`src/rtl/fetch_pc_unit.sv`:
```
// Fetch PC stage: holds the PC, forms branch/jump targets, runs one imem
// request at a time and hands fetched words to IF/ID over valid/ready.
module fetch_pc_unit #(
    parameter logic [31:0] RESET_PC = 32'h0000_0000
) (
    input  logic        clk,
    input  logic        reset,
    input  logic [31:0] shift_in,
    input  logic [31:0] branch_base,
    input  logic        branch_taken,
    input  logic        jump_en,
    input  logic [25:0] jump_index,
    output logic        imem_req,
    output logic [31:0] imem_addr,
    input  logic        imem_ack,
    input  logic [31:0] imem_rdata,
    output logic [31:0] instr,
    output logic [31:0] instr_pc,
    output logic        instr_valid,
    input  logic        instr_ready
);

    typedef enum logic {S_IDLE = 1'b0, S_REQ = 1'b1} state_t;

    state_t      r_state;
    logic        r_req;
    logic [31:0] r_pc;
    logic [31:0] r_instr;
    logic [31:0] r_instr_pc;
    logic        r_valid;
    logic        r_pend;
    logic [31:0] r_pend_target;

    logic        w_redirect;
    logic [31:0] w_target;
    logic        w_capture;
    logic        w_slot_free;

    // branch_taken has priority over jump_en when both pulse together
    assign w_redirect  = branch_taken | jump_en;
    assign w_target    = branch_taken ? (branch_base + shift_in)
                                      : {branch_base[31:28], jump_index, 2'b00};
    assign w_capture   = (r_state == S_REQ) && imem_ack && !w_redirect && !r_pend;
    // A redirect flushes the held instruction, so the slot counts as free
    assign w_slot_free = !r_valid || instr_ready || w_redirect;

    always_ff @(posedge clk or posedge reset) begin
        if (reset) begin
            r_state       <= S_IDLE;
            r_req         <= 1'b0;
            r_pc          <= RESET_PC;
            r_instr       <= 32'h0;
            r_instr_pc    <= 32'h0;
            r_valid       <= 1'b0;
            r_pend        <= 1'b0;
            r_pend_target <= 32'h0;
        end else begin
            if (w_redirect)
                r_valid <= 1'b0;
            else if (w_capture)
                r_valid <= 1'b1;
            else if (r_valid && instr_ready)
                r_valid <= 1'b0;

            case (r_state)
                S_IDLE: begin
                    if (w_redirect)
                        r_pc <= w_target;
                    if (w_slot_free) begin
                        r_state <= S_REQ;
                        r_req   <= 1'b1;
                    end
                end
                S_REQ: begin
                    if (imem_ack) begin
                        if (w_redirect)
                            r_pc <= w_target;
                        else if (r_pend)
                            r_pc <= r_pend_target;
                        else begin
                            r_instr    <= imem_rdata;
                            r_instr_pc <= r_pc;
                            r_pc       <= r_pc + 32'd4;
                        end
                        r_pend  <= 1'b0;
                        r_state <= S_IDLE;
                        r_req   <= 1'b0;
                    end else if (w_redirect) begin
                        // pc stays put so the outstanding address is stable
                        r_pend        <= 1'b1;
                        r_pend_target <= w_target;
                    end
                end
                default: begin
                    r_state <= S_IDLE;
                    r_req   <= 1'b0;
                end
            endcase
        end
    end

    assign imem_req    = r_req;
    assign imem_addr   = r_pc;
    assign instr       = r_instr;
    assign instr_pc    = r_instr_pc;
    assign instr_valid = r_valid;

endmodule
```
`config.mk`:
```
export PLATFORM = sky130hd
export DESIGN_NAME = fetch_pc_unit
export DESIGN_NICKNAME = d
export VERILOG_FILES = /design/src/rtl/fetch_pc_unit.sv
export SDC_FILE = /design/constraint.sdc
export NUM_CORES = 1
export LEC_CHECK = 0
export CORE_MARGIN = 1.5
export CORE_UTILIZATION = 53
export DETAILED_ROUTE_END_ITERATION = 12
export GPL_TIMING_DRIVEN = 0
export PLACE_DENSITY = 0.93
export REMOVE_ABC_BUFFERS = 1
export SKIP_CTS_REPAIR_TIMING = 1
export SLEW_MARGIN = 10
export SYNTH_ARGS = -nofsm -noshare
export SYNTH_HDL_FRONTEND = slang
export SYNTH_SLANG_ARGS = --single-unit
export TNS_END_PERCENT = 30
```
`constraint.sdc`:
```
create_clock -name clk -period 11.2 [get_ports clk]
set_clock_uncertainty 0.2 [all_clocks]
set_input_delay 1.12 -clock clk [delete_from_list [all_inputs] [get_ports clk]]
set_output_delay 1.12 -clock clk [all_outputs]
set_load 0.01 [all_outputs]
```
==> metrics.yaml <==
grt_pass1_vias: 7259
insertion_delay_ns: 0.41
route.detailed.drc: 0
cts_buffer_depth: 2
n_antenna_cell: 0
top_usage_layer: "met2"
required_ns: 11.29
fmaxAchievable_mhz: 224.2
synth.distinct_cells: 69
die_area_sq_mm: 0.01592
hpwl_microns: 16270
synthCells: 879
tritoncts: "yes"
slew_violations: 0
ys_seq_area_share_pct: 41.07
crit_type: "input port to flip-flop"
power_density_mw_per_mm2: 173.6
die_w_microns: 126.2
die_h_microns: 126.2
rsz0062_at_grt: "false"
cp_slowest_cell: "nor2_1"
portBuffers: 225
grt_use_met3_pct: 4.206
path_clk_slew_ns: 0.05
vias: 7692
drt_pre_antenna_iters: 6
tightest_slew_ns: 1.041
regToRegSetupSlack_ns: 7.75
drt-wirelength-per-cell_microns: 17.91
ff2ff_path_depth: 5
synth_edf_count: 0
grt_pass1_wl_microns: 36550
peakVddDrop_mv: 0.1064
synth_mux_area_share_pct: 11.14
relSlewSlack_pct: 30.50
grt_max_degree: 83
maxCapViolCount: 0
critPathLaunchType: "input port"
gr-total-overflow: 0
arrival_ns: 4.55
start_util_pct: 54.72
finalSetupViolations: 0
grt_usage_pct: 28.73
ioPinCount: 226
dpl.cell_count: 1247
synth_area_sq_mm: 0.008043
timing.final.crit_share_pct: 39.83
fin_crit_ns: 4.461
synth-compound-area-share_pct: 19.17
synth-simple-area-share_pct: 15.07
nets: 1243
cts_htree_levels: 4
fin_cells: 1279
rows: 44
status: "completed"
yosysWarningCount: 0
synthAdderAreaFrac_pct: 5.227
async_flop_share_pct: 100.0
area_delta_synth_final_pct: 37.13
avgSynthCellArea_sq_um: 9.150
setup_slack_ns: 6.739
crit_path_max_fanout: 50
antenna_found_initial: 0
slowest_delay_ns: 0.90
drtAntennaViolNets: 0
use_met1_pct: 38.61
fp.coreArea_sq_mm: 0.01470
numCtsBuffers: 17
synth_top_family_by_area: "compound AO/OA/AOI/OAI gates"
hold_path.class: "flip-flop to flip-flop"
crit_path_end_kind: "flip-flop"
wirelength_microns: 22910
vias_per_cell: 6.014
first_iter_violations: 818
cp_cell_sequence: "clkdlybuf4s50_1 > nor2_2 > nand2_1 > nor2_1 > nand2_4 > buf_16 > mux2_2"
layout-drive-gt1-share_pct: 11.51
grtUsageMet2_pct: 46.48
ys_ff_latch: 132
p_leak_nw: 4.668
ctsRootBufferMaster: "clkbuf_16"
pre_cts_ws_ns: 6.522
fin_setup_tns_ns: 0
ys.flop_type: "dfrtp_1"
clock_sinks: 132
synth_xor_area_share_pct: 4.900
place_congestion: 0.9084
hold_viol: 0
worstHoldPathCells: 2
==> sequential cells by signal (all words and copies together) (netlist names) <==
register and flops:
r_pend 1, r_state 1, instr_valid 1, instr 32, instr_pc 32, r_pend_target 32, imem_addr 32, imem_req 1
==> cells by family after synthesis <==
group | count (synthesis)
buffers and inverters | 69
multiplexers | 81
XOR/XNOR | 45
adder cells (fa/ha/maj) | 33
AO/OA/AOI/OAI | 254
AND/OR/NAND/NOR | 265
flip-flops | 132
==> stage by stage <==
step           utilization (%)  cell area [sq um]  total power [W]  hold WS [ns]
3_5_place_dp             71.31              10480         0.001396        0.2655
3_3_place_gp             70.29              10330         0.001357        0.2543
2_1_floorplan                -               7850         0.001027        0.2413
4_1_cts                  75.03              11030         0.001914        0.2780
6_report                 75.03              11030         0.001914        0.2771
5_1_grt                  75.03              11030         0.002004        0.2903
==> power by group <==
group | switching, W | internal, W | total [W]
Combinational | 0.000297 | 0.000384 | 0.000681
Sequential | 0.000113 | 0.000609 | 0.000721
Clock | 0.000198 | 0.000314 | 0.000512
Total | 0.000607 | 0.00131 | 0.00191
==> cell usage after synthesis, drive strengths merged (2+ instances only) <==
cell type	n	share of area, %
nor4	3	0.31
buf	20	1.1
nand3	22	1.4
nand2	129	6.1
a31oi	17	1.3
o21ai	89	5.5
and4	2	0.22
clkbuf	27	1.3
or2	2	0.16
dfrtp	132	41
nor4b	2	0.30
o21a	6	0.56
xnor2	22	2.4
a211oi	9	0.90
o211ai	11	1.1
nor2b	7	0.54
a21o	14	1.3
o21bai	3	0.28
o221ai	4	0.44
a21oi	75	4.8
nand4	11	0.86
nor3	10	0.62
ha	32	5.0
a22o	2	0.22
a32oi	3	0.33
xor2	23	2.5
mux2	68	9.5
and3	5	0.39
a311oi	2	0.22
mux2i	13	1.6
nand2b	3	0.23
nor2	54	2.6
inv	21	0.98
a32o	2	0.25
nand3b	5	0.51
or3	3	0.23
a2bb2oi	2	0.22
a21boi	5	0.51
nor3b	3	0.34
==> final timing paths <==
| check | startpoint | end |
|---|---|---|
| max in group asynchronous | reset | r_pend_target[27] |
| setup / recovery | jump_en | instr_pc[25] |
| setup reg to reg | r_state | instr_pc[25] |
| hold reg to reg | instr_pc[22] | instr_pc[22] |
| hold / removal | instr_pc[22] | instr_pc[22] |
| min in group asynchronous | reset | instr[29] |
==> area by class of cell <==
| cell class | instances | area, sq um |
|---|---|---|
| fill | 989 | 3670 |
| tap | 184 | 230.2 |
| timing repair buffer | 231 | 2367 |
| clock inverter | 10 | 82.58 |
| inverter | 22 | 87.58 |
| sequential | 132 | 3304 |
| multi-input combinational | 678 | 4493 |
| clock buffer | 22 | 464.2 |
==> layout by cell type, fill, tap and decap left out, drive strengths merged, types with 3 or more instances in the layout <==
master,instances
nand3b,5
o21a,6
ha,32
inv,21
o21bai,3
a31oi,17
nor4,3
or3,3
nand2b,3
nand2,129
o21ai,89
a21oi,75
o211ai,11
a21boi,5
a32oi,3
nor2b,7
mux2,68
nor2,54
xnor2,22
xor2,23
nor3,10
clkbuf,22
mux2i,13
clkinv,7
clkdlybuf4s50,224
nand3,22
clkinvlp,3
o221ai,4
a21o,14
buf,7
nand4,11
and3,5
a211oi,9
dfrtp,132
nor3b,3
==> routing by layer <==
layer / routed length, microns / vias up
met3: 1840 / 50
li1: - / 3553
met1: 9462 / 3636
met4: 667 / 0
met2: 10940 / 453
met5: 0 / -
==> critical path: cells and delay by family <==
kind	cells	cell delay [ns]
and+or+nand+nor	4	2.18
muxes	1	0.31
buffers and inverters	2	0.90
(Power assumes the default switching activity.)
==> RTL change, RTL diff (same flow settings) <==
Make the reset (`reset`) synchronous in one clocked block.
--- a/src/rtl/fetch_pc_unit.sv
+++ b/src/rtl/fetch_pc_unit.sv
@@ -46,3 +46,3 @@
 
-    always_ff @(posedge clk or posedge reset) begin
+    always_ff @(posedge clk) begin
         if (reset) begin
Check against the original RTL: differs if reset is asserted again (counterexample within 4 cycles, from zero or initial values and one cycle with reset high); with reset held inactive, the same outputs for 4 cycles.
==> RTL change against the unedited design <==
Sequential cell count unchanged; synthesized cell count rose by 21%; critical path depth up 1; final area is 1.7% lower; synthesized area shrank 2.2%; fmax up 0.46%; setup slack improved by 0.021 ns; routed wire length rose by 8.9%; first-iteration DRC count is 19% higher; register-to-register slack worse by 0.05 ns; critical path type unchanged.
Power is not compared: it rests on default switching activity, and its combinational part moved more than twofold at a synthesized area within 25%.
==> RTL change: results (changes against the unedited design) <==
INFO  status         status=completed
INFO  setup_path     cp_max_fo=39 [-22%]
INFO  placed_design  port_buffer_count=225 [unchanged]
INFO  finish         fillCellCount=1042 [+5.4%]
INFO  sta            finalSetupViolCount=0 [unchanged]
INFO  grt            grt_usage=31.1% [+2.3 points]
INFO  placed_design  pre_cts_ws=6.50ns [-0.0200 ns]
INFO  cts            cts_root_buf=clkbuf_16
INFO  synthesis      top_cells_by_area_in_the_synthesized_netlist=dfxtp_1 34%, nand2_1 9.7%, a21oi_1 9.4%, o21ai_0 5.9%, ha_1 5.1%
INFO  grt            number_of_antenna_violations_at_the_first_check_in_global_routing=0 [unchanged]
INFO  grt            grt.met3_usage=6.06% [+1.9 points]
INFO  cts            htreeDepth=4 [unchanged]
INFO  synthesis      synth.yosys.seq_area_share=33.6% [-7.5 points]
INFO  setup_path     timing.critical_path.max_delay_family=simple AND/OR/NAND/NOR gates
INFO  grt            grt_first_pass_wirelength=40200um [+10%]
INFO  grt            globalRouteMet1Util=38.1% [-0.47 points]
INFO  worst_hold_path worstHoldPathType=reg -> reg
INFO  synthesis      netlist-cell-type-count=65 [-5.8%]
INFO  cts            clockBufferDepth=2 [unchanged]
INFO  drt            routed_wl=25000um [+8.9%]
INFO  placed_design  hpwl=17400um [+7.1%]
INFO  drt            first_iter_violations=972 [+19%]
INFO  sta            post-route-min-period=4.44ns [-0.0206 ns]
INFO  grt            grt_pass1_vias=8317 [+15%]
INFO  placed_design  number_of_cells_in_the_design_after_placement=1411 [+13%]
INFO  synthesis      synth.yosys.warnings=0 [unchanged]
INFO  grt            grt.met2_usage=51.9% [+5.4 points]
INFO  finish         antenna-diode-count=0 [unchanged]
INFO  synthesis      dominantRegCellSynth=dfxtp_1
INFO  finish         post_route_cells_drive_above_1_share=5.00% [-6.5 points]
INFO  sta            timing_worst_slew_pin_value=1.17ns [+0.132 ns]
INFO  synthesis      post_synth.cell_area_avg=7.38um^2 [-19%]
INFO  placed_design  placement.cell_area=10200um^2 [-2.3%]
INFO  drt            post_drt_via_cell_ratio=6.13 [+2.0%]
INFO  cts            tritoncts.num_buffers=17 [unchanged]
INFO  setup_path     worst_path_max_delay_cell=nand2_1
INFO  cts            clk_transition_reported_paths=0.05ns [about the same]
INFO  synthesis      async_sr_flop_fraction=0% [-100 points]
INFO  placed_design  finalWeightedCongestion=0.930 [+2.3%]
INFO  synthesis      commonest_cells_in_the_netlist=204 x nand2_1, 148 x a21oi_1, 132 x dfxtp_1
INFO  grt            grt_start_max_net_pins=62 [-25%]
INFO  setup_path     crit_arrival=4.54ns [about the same]
INFO  setup_path     crit_path_max_incr_delay=0.63ns [-0.27 ns]
INFO  power_and_ir_drop max-vdd-ir-drop=0.0000994V
INFO  setup_path     reg2reg_slack=7.70ns [-0.05 ns]
INFO  drt            dr_total_vias=8848 [+15%]
RTL change: worst paths after layout:
path | start | endpoint | cells after the start
worst min-delay path | instr[15] | instr[15] | 2
worst max register to register | r_pend | imem_addr[31] | 7
worst max-delay path | jump_en | instr[26] | 8
worst min register to register | instr[15] | instr[15] | 2
RTL change: area by class of cell:
cell class	count	area, um^2	area share, %
multi-input combinational	842	4900	45.2
sequential	132	2640	24.4
timing repair buffer	232	2390	22.1
clock buffer	23	468	4.32
tap	184	230	2.12
clock inverter	9	128	1.18
inverter	21	78.8	0.727
RTL change: routing by layer:
metal  vias to the layer above  part of all wire [%]
li1                       4156                     -
met1                      4053                    39
met2                       541                    47
met3                        98                   9.1
met4                         0                   4.3
met5                         -                     0
RTL change: cell families after synthesis:
group	share of synthesized area, %
and+or+nand+nor	21.1
AOI/OAI and AO/OA	28.6
DFF	33.6
buffers and inverters	4.47
xor gates and xnor gates	4.45
adders and majority gates	5.35
muxes	2.37
RTL change: stage by stage:
step	total power (W)	utilization [%]	hold slack, ns
final	0.00142	74.6	0.251
after global routing	0.00148	74.6	0.272
after CTS	0.00142	74.6	0.253
after detailed placement	0.000856	70.5	0.245
after global placement	0.000843	69.3	0.241
after floorplan	0.000705	-	0.230
RTL change: worst reg2reg max path, cell delays in order (launching register included):
cell	delay, ns
dfxtp_1	0.91
clkinv_1	1.06
nor2_1	0.68
nand2_1	0.13
o22ai_1	0.14
nor2_1	0.07
o21ai_0	0.11
nor3_1	0.09
RTL change: power breakdown:
part | total (W) | leakage [nW] | switching [W] | internal (W)
Combinational | 0.000332 | 2.65 | 0.000174 | 0.000157
Clock | 0.000565 | 0.283 | 0.000204 | 0.000360
Sequential | 0.000527 | 1.08 | 0.0000321 | 0.000495
